File: config.mk
export PLATFORM = sky130hd
export DESIGN_NAME = ps2_cmd_scheduler
export DESIGN_NICKNAME = d
export VERILOG_FILES = /design/src/rtl/ps2_cmd_scheduler.sv
export SDC_FILE = /design/constraint.sdc
export NUM_CORES = 1
export LEC_CHECK = 0
export CAP_MARGIN = 0
export CORE_MARGIN = 4
export CORE_UTILIZATION = 49
export DETAILED_ROUTE_END_ITERATION = 10
export PLACE_DENSITY_LB_ADDON = 0.3
export SYNTH_ARGS = -nofsm -noshare
export SYNTH_HDL_FRONTEND = slang
export SYNTH_SLANG_ARGS = --single-unit
File: constraint.sdc
create_clock -name slowClk -period 3.2 [get_ports slowClk]
set_input_delay 0.64 -clock slowClk [delete_from_list [all_inputs] [get_ports slowClk]]
set_output_delay 0.64 -clock slowClk [all_outputs]
set_load 0.01 [all_outputs]
File: src/rtl/ps2_cmd_scheduler.sv
// Host-side PS/2 command sequencer: round-robin arbitration over NREQ requesters,
// byte transmit handshake, ACK/RESEND handling, and per-requester ack/err reporting.
module ps2_cmd_scheduler #(
  parameter int NREQ      = 2,
  parameter int TIMEOUT   = 20000,
  parameter int MAX_RETRY = 3
) (
  input  logic              slowClk,
  input  logic              reset,
  input  logic [NREQ-1:0]   req,
  input  logic [NREQ-1:0]   two_byte,
  input  logic [8*NREQ-1:0] cmd_byte0,
  input  logic [8*NREQ-1:0] cmd_byte1,
  output logic [NREQ-1:0]   ack,
  output logic [NREQ-1:0]   err,
  output logic              busy,
  output logic [7:0]        tx_command,
  output logic              tx_send,
  input  logic              tx_done,
  input  logic [7:0]        rx_data,
  input  logic              rx_valid
);

  localparam int PTR_W = $clog2(NREQ);
  localparam int BSL_W = PTR_W + 3;
  localparam int TMO_W = $clog2(TIMEOUT + 1);
  localparam int RTY_W = (MAX_RETRY > 0) ? $clog2(MAX_RETRY + 1) : 1;

  localparam logic [7:0] KBD_ACK    = 8'hFA;
  localparam logic [7:0] KBD_RESEND = 8'hFE;

  localparam logic [2:0] ST_IDLE     = 3'd0;
  localparam logic [2:0] ST_SEND     = 3'd1;
  localparam logic [2:0] ST_WAIT_TX  = 3'd2;
  localparam logic [2:0] ST_WAIT_ACK = 3'd3;
  localparam logic [2:0] ST_FINISH   = 3'd4;

  logic [2:0]       state_q,   state_d;
  logic [PTR_W-1:0] ptr_q,     ptr_d;
  logic [PTR_W-1:0] grant_q,   grant_d;
  logic             two_q,     two_d;
  logic [7:0]       byte1_q,   byte1_d;
  logic [7:0]       cmd_q,     cmd_d;
  logic             idx_q,     idx_d;
  logic [RTY_W-1:0] retry_q,   retry_d;
  logic [TMO_W-1:0] tmo_q,     tmo_d;
  logic [NREQ-1:0]  ack_q,     ack_d;
  logic [NREQ-1:0]  err_q,     err_d;

  // Round-robin search: first set request at or after the pointer, wrapping.
  logic [PTR_W-1:0] rr_grant;
  logic [PTR_W-1:0] rr_cand;
  logic             rr_valid;
  int               rr_idx;
  logic [BSL_W-1:0] rr_bsel;

  // NOTE: every signal written in an always_comb gets a default at the top;
  // a path that leaves one unassigned would infer a latch.
  always_comb begin
    rr_grant = ptr_q;
    rr_valid = 1'b0;
    rr_idx   = 0;
    rr_cand  = '0;
    for (int k = 0; k < NREQ; k++) begin
      rr_idx = int'(ptr_q) + k;
      if (rr_idx >= NREQ) rr_idx = rr_idx - NREQ;
      rr_cand = PTR_W'(rr_idx);
      if (!rr_valid && req[rr_cand]) begin
        rr_valid = 1'b1;
        rr_grant = rr_cand;
      end
    end
  end

  assign rr_bsel = {rr_grant, 3'b000};

  logic [PTR_W-1:0] ptr_next;
  logic [TMO_W-1:0] tmo_inc;
  logic             tmo_hit;

  assign ptr_next = (grant_q == PTR_W'(NREQ - 1)) ? '0 : grant_q + PTR_W'(1);
  assign tmo_inc  = (tmo_q == TMO_W'(TIMEOUT)) ? tmo_q : tmo_q + TMO_W'(1);
  assign tmo_hit  = (tmo_inc == TMO_W'(TIMEOUT));

  always_comb begin
    state_d = state_q;
    ptr_d   = ptr_q;
    grant_d = grant_q;
    two_d   = two_q;
    byte1_d = byte1_q;
    cmd_d   = cmd_q;
    idx_d   = idx_q;
    retry_d = retry_q;
    tmo_d   = tmo_q;
    ack_d   = '0;
    err_d   = '0;

    case (state_q)
      ST_IDLE: begin
        if (rr_valid) begin
          grant_d = rr_grant;
          two_d   = two_byte[rr_grant];
          cmd_d   = cmd_byte0[rr_bsel +: 8];
          byte1_d = cmd_byte1[rr_bsel +: 8];
          idx_d   = 1'b0;
          retry_d = '0;
          state_d = ST_SEND;
        end
      end

      ST_SEND: begin
        tmo_d   = '0;
        state_d = ST_WAIT_TX;
      end

      ST_WAIT_TX: begin
        if (tx_done) begin
          tmo_d   = '0;
          state_d = ST_WAIT_ACK;
        end else if (tmo_hit) begin
          err_d[grant_q] = 1'b1;
          state_d        = ST_FINISH;
        end else begin
          tmo_d = tmo_inc;
        end
      end

      // A qualified ACK/RESEND wins over a timeout expiring in the same cycle;
      // any other received byte (e.g. a scancode) just lets the timer run.
      ST_WAIT_ACK: begin
        if (rx_valid && rx_data == KBD_ACK) begin
          if (!idx_q && two_q) begin
            cmd_d   = byte1_q;
            idx_d   = 1'b1;
            retry_d = '0;
            state_d = ST_SEND;
          end else begin
            ack_d[grant_q] = 1'b1;
            state_d        = ST_FINISH;
          end
        end else if (rx_valid && rx_data == KBD_RESEND) begin
          if (retry_q < RTY_W'(MAX_RETRY)) begin
            retry_d = retry_q + RTY_W'(1);
            state_d = ST_SEND;
          end else begin
            err_d[grant_q] = 1'b1;
            state_d        = ST_FINISH;
          end
        end else if (tmo_hit) begin
          err_d[grant_q] = 1'b1;
          state_d        = ST_FINISH;
        end else begin
          tmo_d = tmo_inc;
        end
      end

      ST_FINISH: begin
        ptr_d   = ptr_next;
        state_d = ST_IDLE;
      end

      default: state_d = ST_IDLE;
    endcase
  end

  // NOTE: sequential state uses non-blocking assignments only, so every
  // register samples the pre-edge values regardless of statement order.
  always_ff @(posedge slowClk) begin
    if (!reset) begin
      state_q <= ST_IDLE;
      ptr_q   <= '0;
      grant_q <= '0;
      two_q   <= 1'b0;
      byte1_q <= 8'h00;
      cmd_q   <= 8'h00;
      idx_q   <= 1'b0;
      retry_q <= '0;
      tmo_q   <= '0;
      ack_q   <= '0;
      err_q   <= '0;
    end else begin
      state_q <= state_d;
      ptr_q   <= ptr_d;
      grant_q <= grant_d;
      two_q   <= two_d;
      byte1_q <= byte1_d;
      cmd_q   <= cmd_d;
      idx_q   <= idx_d;
      retry_q <= retry_d;
      tmo_q   <= tmo_d;
      ack_q   <= ack_d;
      err_q   <= err_d;
    end
  end

  assign busy       = (state_q != ST_IDLE);
  assign tx_send    = (state_q == ST_SEND);
  assign tx_command = cmd_q;
  assign ack        = ack_q;
  assign err        = err_q;

endmodule

==> run_results.csv, run 1 <==
group,metric,value,unit
worst_setup_path,cp.required,3430,ps
power_and_ir_drop,p_per_area,422,mW/mm2
timing,worst_pin_slew,1060,ps
finish,final_cells,429,
clock_network,cts_setup_buffers,0,
detailed_routing,vias,2400,
yosys,ys_warn_count,0,
yosys,ys_ff_latch,44,
floorplanning,row_count,25,
worst_setup_path,path_cells,"inv_1, ha_1, or4b_4, o311a_1, a2111o_1, a2111o_1, nand4_1, mux2i_1",
global_routing,met2_usage,31.2,%
timing,hold_violations,0,
global_routing,met1_usage,25.4,%
yosys,synth_area_leaders,"dfxtp_1, mux2i_1, nand2_1",
global_routing,met3_usage,5.30,%
floorplanning,pin_count,62,
detailed_routing,drtIter0Drc,165,
finish,syn_to_final_growth,31.2,%
worst_setup_path,cp-end-kind,"flip-flop",
timing,setup_viol,0,
detailed_routing,wl_per_cell,13.9,um
yosys,synth-main-ff-cell,"dfxtp_1",
worst_setup_path,crit_type,"reg2reg",
place,dp.final_hpwl,4460,um
yosys,syn_inst,306,
floorplanning,coreArea,0.00485,mm2
clock_network,path_clk_slew,80,ps
yosys,yosys.area.top_type,"dfxtp_1",
timing,tns,0,ps
timing,post-route-min-period,2820,ps
power_and_ir_drop,finalPower,0.00139,W
clock_network,cts_sinks,44,
clock_network,h-tree-depth,2,
yosys,netlist.area_leader.share,35.1,%
worst_hold_path,hp-class,"reg2reg",
finish,final_common_cell,"clkdlybuf4s50_1",
detailed_routing,dr.pass1.iters,4,
clock_network,root_buffer,"clkbuf_8",
worst_setup_path,cp_num_cells,8,
yosys,avgSynthCellArea,8.21,um2
detailed_routing,drt-total-wl,5940,um
power_and_ir_drop,p_leak,1.29,nW
floorplanning,die_h,79.6,um
place,gp_congestion,0.926,
worst_setup_path,critPathBufInv,1,
floorplanning,die-width,79.6,um
clock_network,clkLatencyLatePin,300,ps
yosys,synth_cell_types,50,
finish,layout-drive-gt1-share,5.80,%
global_routing,grt_pass1_wl,9940,um
clock_network,ctsResizeCount,0,
finish,finish.utilization,68.0,%
timing,rsz0062_at_grt,"false",
worst_setup_path,startpoint_type,"flip-flop",
floorplanning,dieArea,0.00634,mm2
clock_network,clk_path_buf_depth,2,
worst_setup_path,cp.arrival,3050,ps
yosys,syn_area,0.00251,mm2
global_routing,antenna_found_initial,0,
detailed_routing,drtAntennaViolNets,0,
worst_setup_path,reg2regPathDepth,8,
global_routing,first_global_vias,2218,
flow_run,drv_cap,0,
timing,fmax,355,MHz
clock_network,cts_tree,"built",
worst_setup_path,slowest_stage,"a2111o_1",
yosys,synth_edf_count,0,
timing,skew,4.37,ps
yosys,syn-num-nets,357,
yosys,async_flop_share,0,%
finish,most-common-layout-cells,"clkdlybuf4s50_1, dfxtp_1, nand2_1, nor2_1, mux2i_1",
place,dp.cells,421,
worst_setup_path,worst-path-max-fanout,14,
global_routing,busiest_layer,"met2",
floorplanning,start_util,51.8,%
timing,slew_violations,0,
finish,diodes,0,
outcome,outcome,"complete, no violations",
detailed_routing,drc,0,
detailed_routing,vias_per_cell,5.59,
place,portBuffers,61,
global_routing,grt_max_degree,23,
worst_setup_path,critical_path.top_delay_family,"compound AO/OA/AOI/OAI gates",
worst_hold_path,min_path_cells,2,
finish,final_nets,412,
clock_network,cts_hold_buf,0,
power_and_ir_drop,peakVddDrop,242,uV
yosys,synth_seq_area_share,35.1,%
global_routing,track_usage,19.5,%
worst_setup_path,max_stage_delay,510,ps
global_routing,grt_overflow,0,
worst_setup_path,crit_top_cell,"a2111o_1",
clock_network,cts_buffers,5,
timing,slew-limit-headroom,28.7,%
timing,timing.final.crit_share,88.1,%
[stage by stage]
| step | hold WS [ps] | setup WS, ps | cell area (um2) |
|---|---|---|---|
| global route | 482 | 157 | 3300 |
| detailed placement | 451 | 412 | 3170 |
| CTS | 465 | 391 | 3300 |
| finish | 465 | 380 | 3300 |
| global placement | 444 | 455 | 3170 |
| floorplan | 443 | 646 | 2510 |
[where the power goes]
part	switching (W)	total, W	internal [W]
Combinational	0.000147	0.000313	0.000167
Sequential	0.0000295	0.000615	0.000585
Clock	0.000186	0.000461	0.000275
Total	0.000362	0.00139	0.00103
[worst paths after layout]
path / from / end / slack (ps)
max: tmo_q[0] / tmo_q[9] / 380
min: tx_command[5] / tx_command[5] / 460
max reg2reg: tmo_q[0] / tmo_q[9] / 380
min reg2reg: tx_command[5] / tx_command[5] / 460
[state kept, by name (all words and copies together) (netlist names)]
| signal | cells |
|---|---|
| tmo_q | 15 |
| byte1_q | 8 |
| tx_command | 8 |
| state_q | 3 |
| ack | 2 |
| err | 2 |
| retry_q | 2 |
| grant_q | 1 |
| idx_q | 1 |
| ptr_q | 1 |
| two_q | 1 |
[Yosys cell counts (2+ instances only)]
library cell	n
o21ai_1	2
a211o_1	13
nor2_1	32
o211a_1	9
nand2_1	43
a31oi_1	3
inv_1	11
xnor2_1	4
nor3_1	11
ha_1	3
nand2b_1	5
and3_1	3
nor4_1	3
and2_1	2
buf_6	2
nand3b_1	2
o21ai_0	6
nand3_1	8
o21a_1	2
o311a_1	2
o311ai_1	2
xor2_1	4
a211oi_1	2
clkbuf_1	17
mux2i_1	22
a21boi_1	10
dfxtp_1	44
nand4_1	11
nor2b_1	3
a21oi_1	4
a2111o_1	2
[cell type report]
type / instances / area [um2]
clock buffers: 7 / 96.3
clock inverters: 1 / 30.0
fillers: 409 / 1550
inverters: 11 / 41.3
multi-input cells: 231 / 1500
flip-flops and latches: 44 / 881
well taps: 67 / 83.8
repair buffers: 68 / 663
[worst reg2reg max path, stage by stage (launching register included)]
cell	delay, ps
dfxtp_1	360
inv_1	130
ha_1	160
or4b_4	460
o311a_1	340
a2111o_1	380
a2111o_1	510
nand4_1	220
mux2i_1	180
[per-layer routing]
| metal | share of wire [%] | wire (um) |
|---|---|---|
| met2 | 46 | 2730 |
| met1 | 45 | 2650 |
| met5 | 0 | 0 |
| met3 | 8.4 | 499 |
| met4 | 1.2 | 70 |
[cell families after synthesis]
kind of cell               count (synthesis)  share of synthesized area [%]
adders and majority gates                  4                           1.89
DFF                                       44                           35.1
xor gates and xnor gates                   8                           2.79
and+or+nand+nor                          134                           26.0
buffers and inverters                     31                           5.23
AOI/OAI and AO/OA                         63                           20.3
muxes                                     22                           8.76
Note: power is estimated with default switching activity, not from simulation.
==> run 2: changes to the inputs <==
Settings changed: SLEW_MARGIN set to 40.
==> run 2 against run 1 <==
- routed wire length increased by 0.39%
- first-iteration DRC count grew 1.2%
- non-clock buffer count unchanged
- largest cell class unchanged
==> run_results.csv, run 2 (synthesis results as in run 1) <==
group,metric,value,unit
outcome,outcome,"complete, no violations",
power_and_ir_drop,pwr-share-comb,22.6,%
worst_setup_path,cp_num_cells,8,
power_and_ir_drop,p_int,0.00103,W
global_routing,busiest_layer,"met2",
worst_setup_path,critPathLaunch,"tmo_q[0]",
finish,multi_input_area,0.00150,mm2
clock_network,clkLatencyLatePin,300,ps
worst_setup_path,cp-end-kind,"flip-flop",
clock_network,cts_hold_buf,0,
detailed_routing,dr.pass1.iters,4,
global_routing,grt_pass1_wl,9940,um
floorplanning,die_h,79.6,um
worst_setup_path,reg2regPathDepth,8,
timing,setup_ws,362,ps
clock_network,cts_tree,"built",
floorplanning,dieArea,0.00634,mm2
finish,largest_reg_flops,15,
worst_setup_path,path_cells,"inv_1, ha_1, or4b_4, nor4_1, mux2i_1, a2111o_1, a31oi_1, a41o_1",
global_routing,antenna_found_initial,0,
power_and_ir_drop,power.switching,0.000361,W
global_routing,first_global_vias,2222,
clock_network,clk_path_buf_depth,2,
detailed_routing,drt-total-wl,5970,um
clock_network,root_buffer,"clkbuf_8",
floorplanning,pin_count,62,
clock_network,h-tree-depth,2,
finish,syn_to_final_growth,31.3,%
finish,fillers,408,
clock_network,ctsResizeCount,0,
timing,skew,6.18,ps
timing,worst_pin_slew,640,ps
clock_network,cts_buffers,5,
worst_setup_path,timing.rr.start,"tmo_q[0]",
timing,setup_viol,0,
power_and_ir_drop,peakVddDrop,227,uV
worst_setup_path,critPathBufInv,1,
timing,hold_violations,0,
clock_network,cts_sinks,44,
power_and_ir_drop,switching_share,26.0,%
finish,layout-drive-gt1-share,6.08,%
finish,final_common_cell,"clkdlybuf4s50_1",
finish,diodes,0,
finish,final_nets,412,
place,gp_congestion,0.926,
worst_setup_path,crit_type,"reg2reg",
place,dpl_cell_area,0.00317,mm2
power_and_ir_drop,p_clk_share,33.1,%
floorplanning,die-width,79.6,um
worst_setup_path,r2r_slack,360,ps
worst_setup_path,r2r_end,"tmo_q[3]",
detailed_routing,vias,2414,
worst_setup_path,max_stage_delay,460,ps
clock_network,path_clk_slew,80,ps
clock_network,cts_setup_buffers,0,
detailed_routing,vias_per_cell,5.63,
timing,timing.final.crit_share,88.7,%
finish,regMostFlops,"tmo_q",
timing,tns,0,ps
global_routing,grt_overflow,0,
global_routing,track_usage,19.5,%
worst_setup_path,cp.required,3390,ps
finish,fin_area,0.00330,mm2
power_and_ir_drop,seq_power_share,44.3,%
timing,post-route-min-period,2840,ps
worst_setup_path,worst-path-max-fanout,14,
global_routing,met2_usage,31.3,%
timing,fmax,352,MHz
worst_hold_path,hp-class,"reg2reg",
detailed_routing,wl_per_cell,13.9,um
finish,most-common-layout-cells,"clkdlybuf4s50_1, dfxtp_1, nand2_1, nor2_1, mux2i_1",
global_routing,grt_max_degree,23,
worst_setup_path,cp-endpoint,"tmo_q[3]",
place,dp_slack,409,ps
global_routing,met3_usage,5.98,%
worst_setup_path,cp.arrival,3030,ps
worst_setup_path,startpoint_type,"flip-flop",
timing,rsz0062_at_grt,"false",
floorplanning,row_count,25,
power_and_ir_drop,p_per_area,421,mW/mm2
place,dp.final_hpwl,4450,um
worst_setup_path,slowest_stage,"or4b_4",
place,portBuffers,61,
floorplanning,coreArea,0.00485,mm2
worst_setup_path,critical_path.top_delay_family,"simple AND/OR/NAND/NOR gates",
global_routing,met1_usage,25.2,%
detailed_routing,drc,0,
floorplanning,start_util,51.8,%
timing,slew_violations,0,
detailed_routing,drtAntennaViolNets,0,
finish,seq_area,881,um2
flow_run,drv_cap,0,
detailed_routing,drtIter0Drc,167,
power_and_ir_drop,p_leak,1.29,nW
timing,slew-limit-headroom,57.3,%
run 2: metrics by stage:
stage          hold slack (ps)  power [W]  util, %  cells
2_1_floorplan              443   0.000800        -    306
3_3_place_gp               444   0.000934     65.4    421
3_5_place_dp               451   0.000944     65.4    421
4_1_cts                    465    0.00140     68.1    429
5_1_grt                    482    0.00146     68.1    429
6_report                   466    0.00139     68.1    429
run 2: per-layer routing:
metal / vias to the layer above / part of all wire [%]
li1: 1210 / -
met1: 1119 / 46
met2: 80 / 46
met3: 5 / 7.4
met4: 0 / 0.74
met5: - / 0
run 2: power groups by stage:
| stage | Sequential (W) | Clock [W] | Combinational [W] |
|---|---|---|---|
| after floorplan | 0.000624 | 0 | 0.000177 |
| after global placement | 0.000626 | 0 | 0.000308 |
| after detailed placement | 0.000627 | 0 | 0.000317 |
| after CTS | 0.000615 | 0.000472 | 0.000318 |
| after global routing | 0.000620 | 0.000492 | 0.000348 |
| final | 0.000615 | 0.000460 | 0.000315 |
run 2: worst reg2reg max path: cells and delay by family, from the launching register on:
kind	cells	cell delay (ps)
buffers and inverters	1	120
adders and majority gates	1	160
AOI/OAI and AO/OA	3	860
DFF	1	350
and+or+nand+nor	2	890
muxes	1	350
run 2: final cells by class:
cell class / count / share of cell area, %
repair buffers: 68 / 20.1
flip-flops and latches: 44 / 26.7
clock buffers: 7 / 2.92
multi-input cells: 231 / 45.6
inverters: 11 / 1.25
well taps: 67 / 2.54
clock inverters: 1 / 0.910
run 2: worst min-delay path by stage:
stage,end,cells after the start,slack (ps),start
finish,tx_command[1],2,470,tx_command[1]
floorplan,retry_q[0],2,440,retry_q[0]
global route,tx_command[5],2,480,tx_command[5]
detailed placement,tx_command[5],2,450,tx_command[5]
global placement,tx_command[4],2,440,tx_command[4]
CTS,tx_command[5],2,460,tx_command[5]
==> edit (flow settings as in run 1) <==
The output `err` loses its register stage (`err_q` becomes a continuous assignment).
--- a/src/rtl/ps2_cmd_scheduler.sv
+++ b/src/rtl/ps2_cmd_scheduler.sv
@@ -177,7 +177,6 @@
       retry_q <= '0;
       tmo_q   <= '0;
       ack_q   <= '0;
-      err_q   <= '0;
     end else begin
       state_q <= state_d;
       ptr_q   <= ptr_d;
@@ -189,9 +188,10 @@
       retry_q <= retry_d;
       tmo_q   <= tmo_d;
       ack_q   <= ack_d;
-      err_q   <= err_d;
     end
   end
+
+  assign err_q = err_d;
 
   assign busy       = (state_q != ST_IDLE);
   assign tx_send    = (state_q == ST_SEND);
Formal check against the unedited RTL: no difference found for any inputs over 10 cycles, from zero or initial values and one cycle with reset low; that may be too few to reach the edited logic, so the function may still have changed.
==> edit against run 1 <==
  * Synthesized area shrank 1.5%
  * Routed wire length grew 5.0%
  * Non-clock buffer count grew 21
  * Sequential cell count shrank 2
  * Setup slack lost 230 ps
  * Die area shrank 1.3%
  * Power shrank 3.5%
  * Via count grew 4.0%
  * Design area grew 3.8%
  * Sequential share of layout area shrank 2.1 points
  * Largest cell class unchanged
==> edit: results (changes against run 1) <==
timing:
  finalCritPeriodShare_pct: 95.2  # was 88.1%
  relSlewSlack_pct: 34.2  # was 28.7%
  finClkSkew_ps: 4.17  # was 4.37 ps
  hold_viol: 0  # unchanged
worst_hold_path:
  hold_start: "retry_q[1]$_SDFFE_PN0P_"  # was tx_command[5]$_SDFFE_PN0P_
  hold_depth: 2  # unchanged
status:
  status: "finished clean"  # unchanged
placement:
  place_area_um2: 3270  # was 3170 um^2
  dp_worst_setup_slack_ps: -346  # was 412 ps
  gp_congestion: 0.903  # was 0.926
  hpwl_um: 4730  # was 4460 um
  dp.cells: 432  # was 421
detailed_routing:
  first_iter_violations: 205  # was 165
  drt-total-wl_um: 6240  # was 5940 um
  routed_via_density: 5.64  # was 5.59
  vias: 2497  # was 2,400
worst_setup_path:
  cp_max_fo: 2  # was 14
  max_stage_delay_ps: 520
  startpoint: "rx_data[5]"  # was tmo_q[0]$_SDFFE_PN0P_
  reg2reg_to: "tmo_q[13]$_SDFFE_PN0P_"  # was tmo_q[9]$_SDFFE_PN0P_
  rr_worst_depth: 9  # was 8
  r2r_start: "tmo_q[1]$_SDFFE_PN0P_"  # was tmo_q[0]$_SDFFE_PN0P_
  cp.arrival_ps: 2410  # was 3050 ps
  rrSetupSlack_ps: 530  # was 380 ps
synth:
  avgSynthCellArea_um2: 8.28  # was 8.21 um^2
  ys_top_cells_by_count: "42 x dfxtp_1, 33 x nand2_1, 26 x mux2i_1, 20 x o21ai_0, 17 x a21oi_1"  # was 44 x dfxtp_1, 43 x nand2_1, 32 x nor2_1, 22 x mux2i_1, 17 x clkbuf_1
  syn_nets: 350  # was 357
  yosys.cell_types.count: 51  # was 50
  ys_seq_area_share_pct: 34.0  # was 35.1%
  synthTopCellsByArea: "dfxtp_1 34%, mux2i_1 11%, nand2_1 5.0%, o21ai_0 4.0%, o211a_1 3.6%"  # was dfxtp_1 35%, mux2i_1 8.8%, nand2_1 6.4%, nor2_1 4.8%, a211o_1 4.5%
power_and_ir_drop:
  power.leakage_nw: 1.35  # was 1.29 nW
  switching_share_pct: 30.1  # was 26.1%
  peakVddDrop_uv: 233  # was 242 uV
grt:
  grt_pass1_vias: 2296  # was 2,218
  grt_pass1_wl_um: 10200  # was 9940 um
  grt_usage_pct: 20.3  # was 19.5%
clock_network:
  cts_root_buf: "clkbuf_8"  # unchanged
finish:
  fill_cells: 411  # was 409
edit: cell count changes after synthesis, moves of 5 or more:
cell / delta
a211o_1: -13
a21boi_1: -10
a21oi_1: +13
nand2_1: -10
nand4_1: -7
nor2_1: -16
nor2b_1: +8
o21ai_0: +14
o31ai_1: +6
or3_1: +5
or4_1: +8
edit: worst max-delay path, delay by kind of cell:
family / cells / cell delay [ps]
simple gates: 4 / 760
compound gates: 2 / 260
buf+inv: 3 / 740
edit: what timing repair did:
action,in CTS,in global routing
setup buffers,1,2
gates resized for setup,14,7
pin swaps,3,4
gates cloned,0,0
endpoints found under the setup margin,2,2
edit: worst max-delay path by stage:
| stage | endpoint | slack (ps) |
|---|---|---|
| 2_1_floorplan | err[0] | 390 |
| 3_3_place_gp | err[0] | -260 |
| 3_5_place_dp | err[0] | -350 |
| 4_1_cts | err[1] | 0.6 |
| 5_1_grt | err[1] | 60 |
| 6_report | err[0] | 150 |
edit: cell families (layout without fill, tap and decap cells):
group	Yosys count	after routing	share of synthesized area, %
AOI/OAI and AO/OA	71	71	19.2
buffers and inverters	30	107	5.06
adders and majority gates	4	4	1.92
muxes	27	27	11.0
and+or+nand+nor	121	121	27.5
xor gates and xnor gates	4	4	1.42
DFF	42	42	34.0
edit: cell type report:
class	instances	area, um^2	share of cell area (%)
clock buffer	7	86.3	2.52
clock inverter	1	8.76	0.256
inverter	10	37.5	1.10
multi-input combinational	227	1550	45.2
sequential	42	843	24.7
tap	67	83.8	2.45
timing repair buffer	89	815	23.8
edit: power groups by stage:
| stage | registers (W) | clock network (W) | logic [W] |
|---|---|---|---|
| floorplan | 0.000607 | 0 | 0.000206 |
| global placement | 0.000605 | 0 | 0.000361 |
| detailed placement | 0.000607 | 0 | 0.000369 |
| CTS | 0.000595 | 0.000378 | 0.000372 |
| global route | 0.000601 | 0.000405 | 0.000409 |
| finish | 0.000595 | 0.000376 | 0.000371 |
edit: routing by layer:
metal | track usage, % | vias up | part of all wire (%)
li1 | - | 1245 | -
met1 | 24.2 | 1163 | 43
met2 | 35.6 | 81 | 49
met3 | 5.67 | 8 | 6.6
met4 | 5.67 | 0 | 1.2
met5 | 0 | - | 0
edit: per-stage QoR:
step	hold WS [ps]	utilization [%]	power (W)
final	470	71.0	0.00134
after global routing	485	71.0	0.00142
after CTS	471	70.6	0.00134
after detailed placement	460	67.9	0.000976
after global placement	453	67.9	0.000966
after floorplan	434	-	0.000813
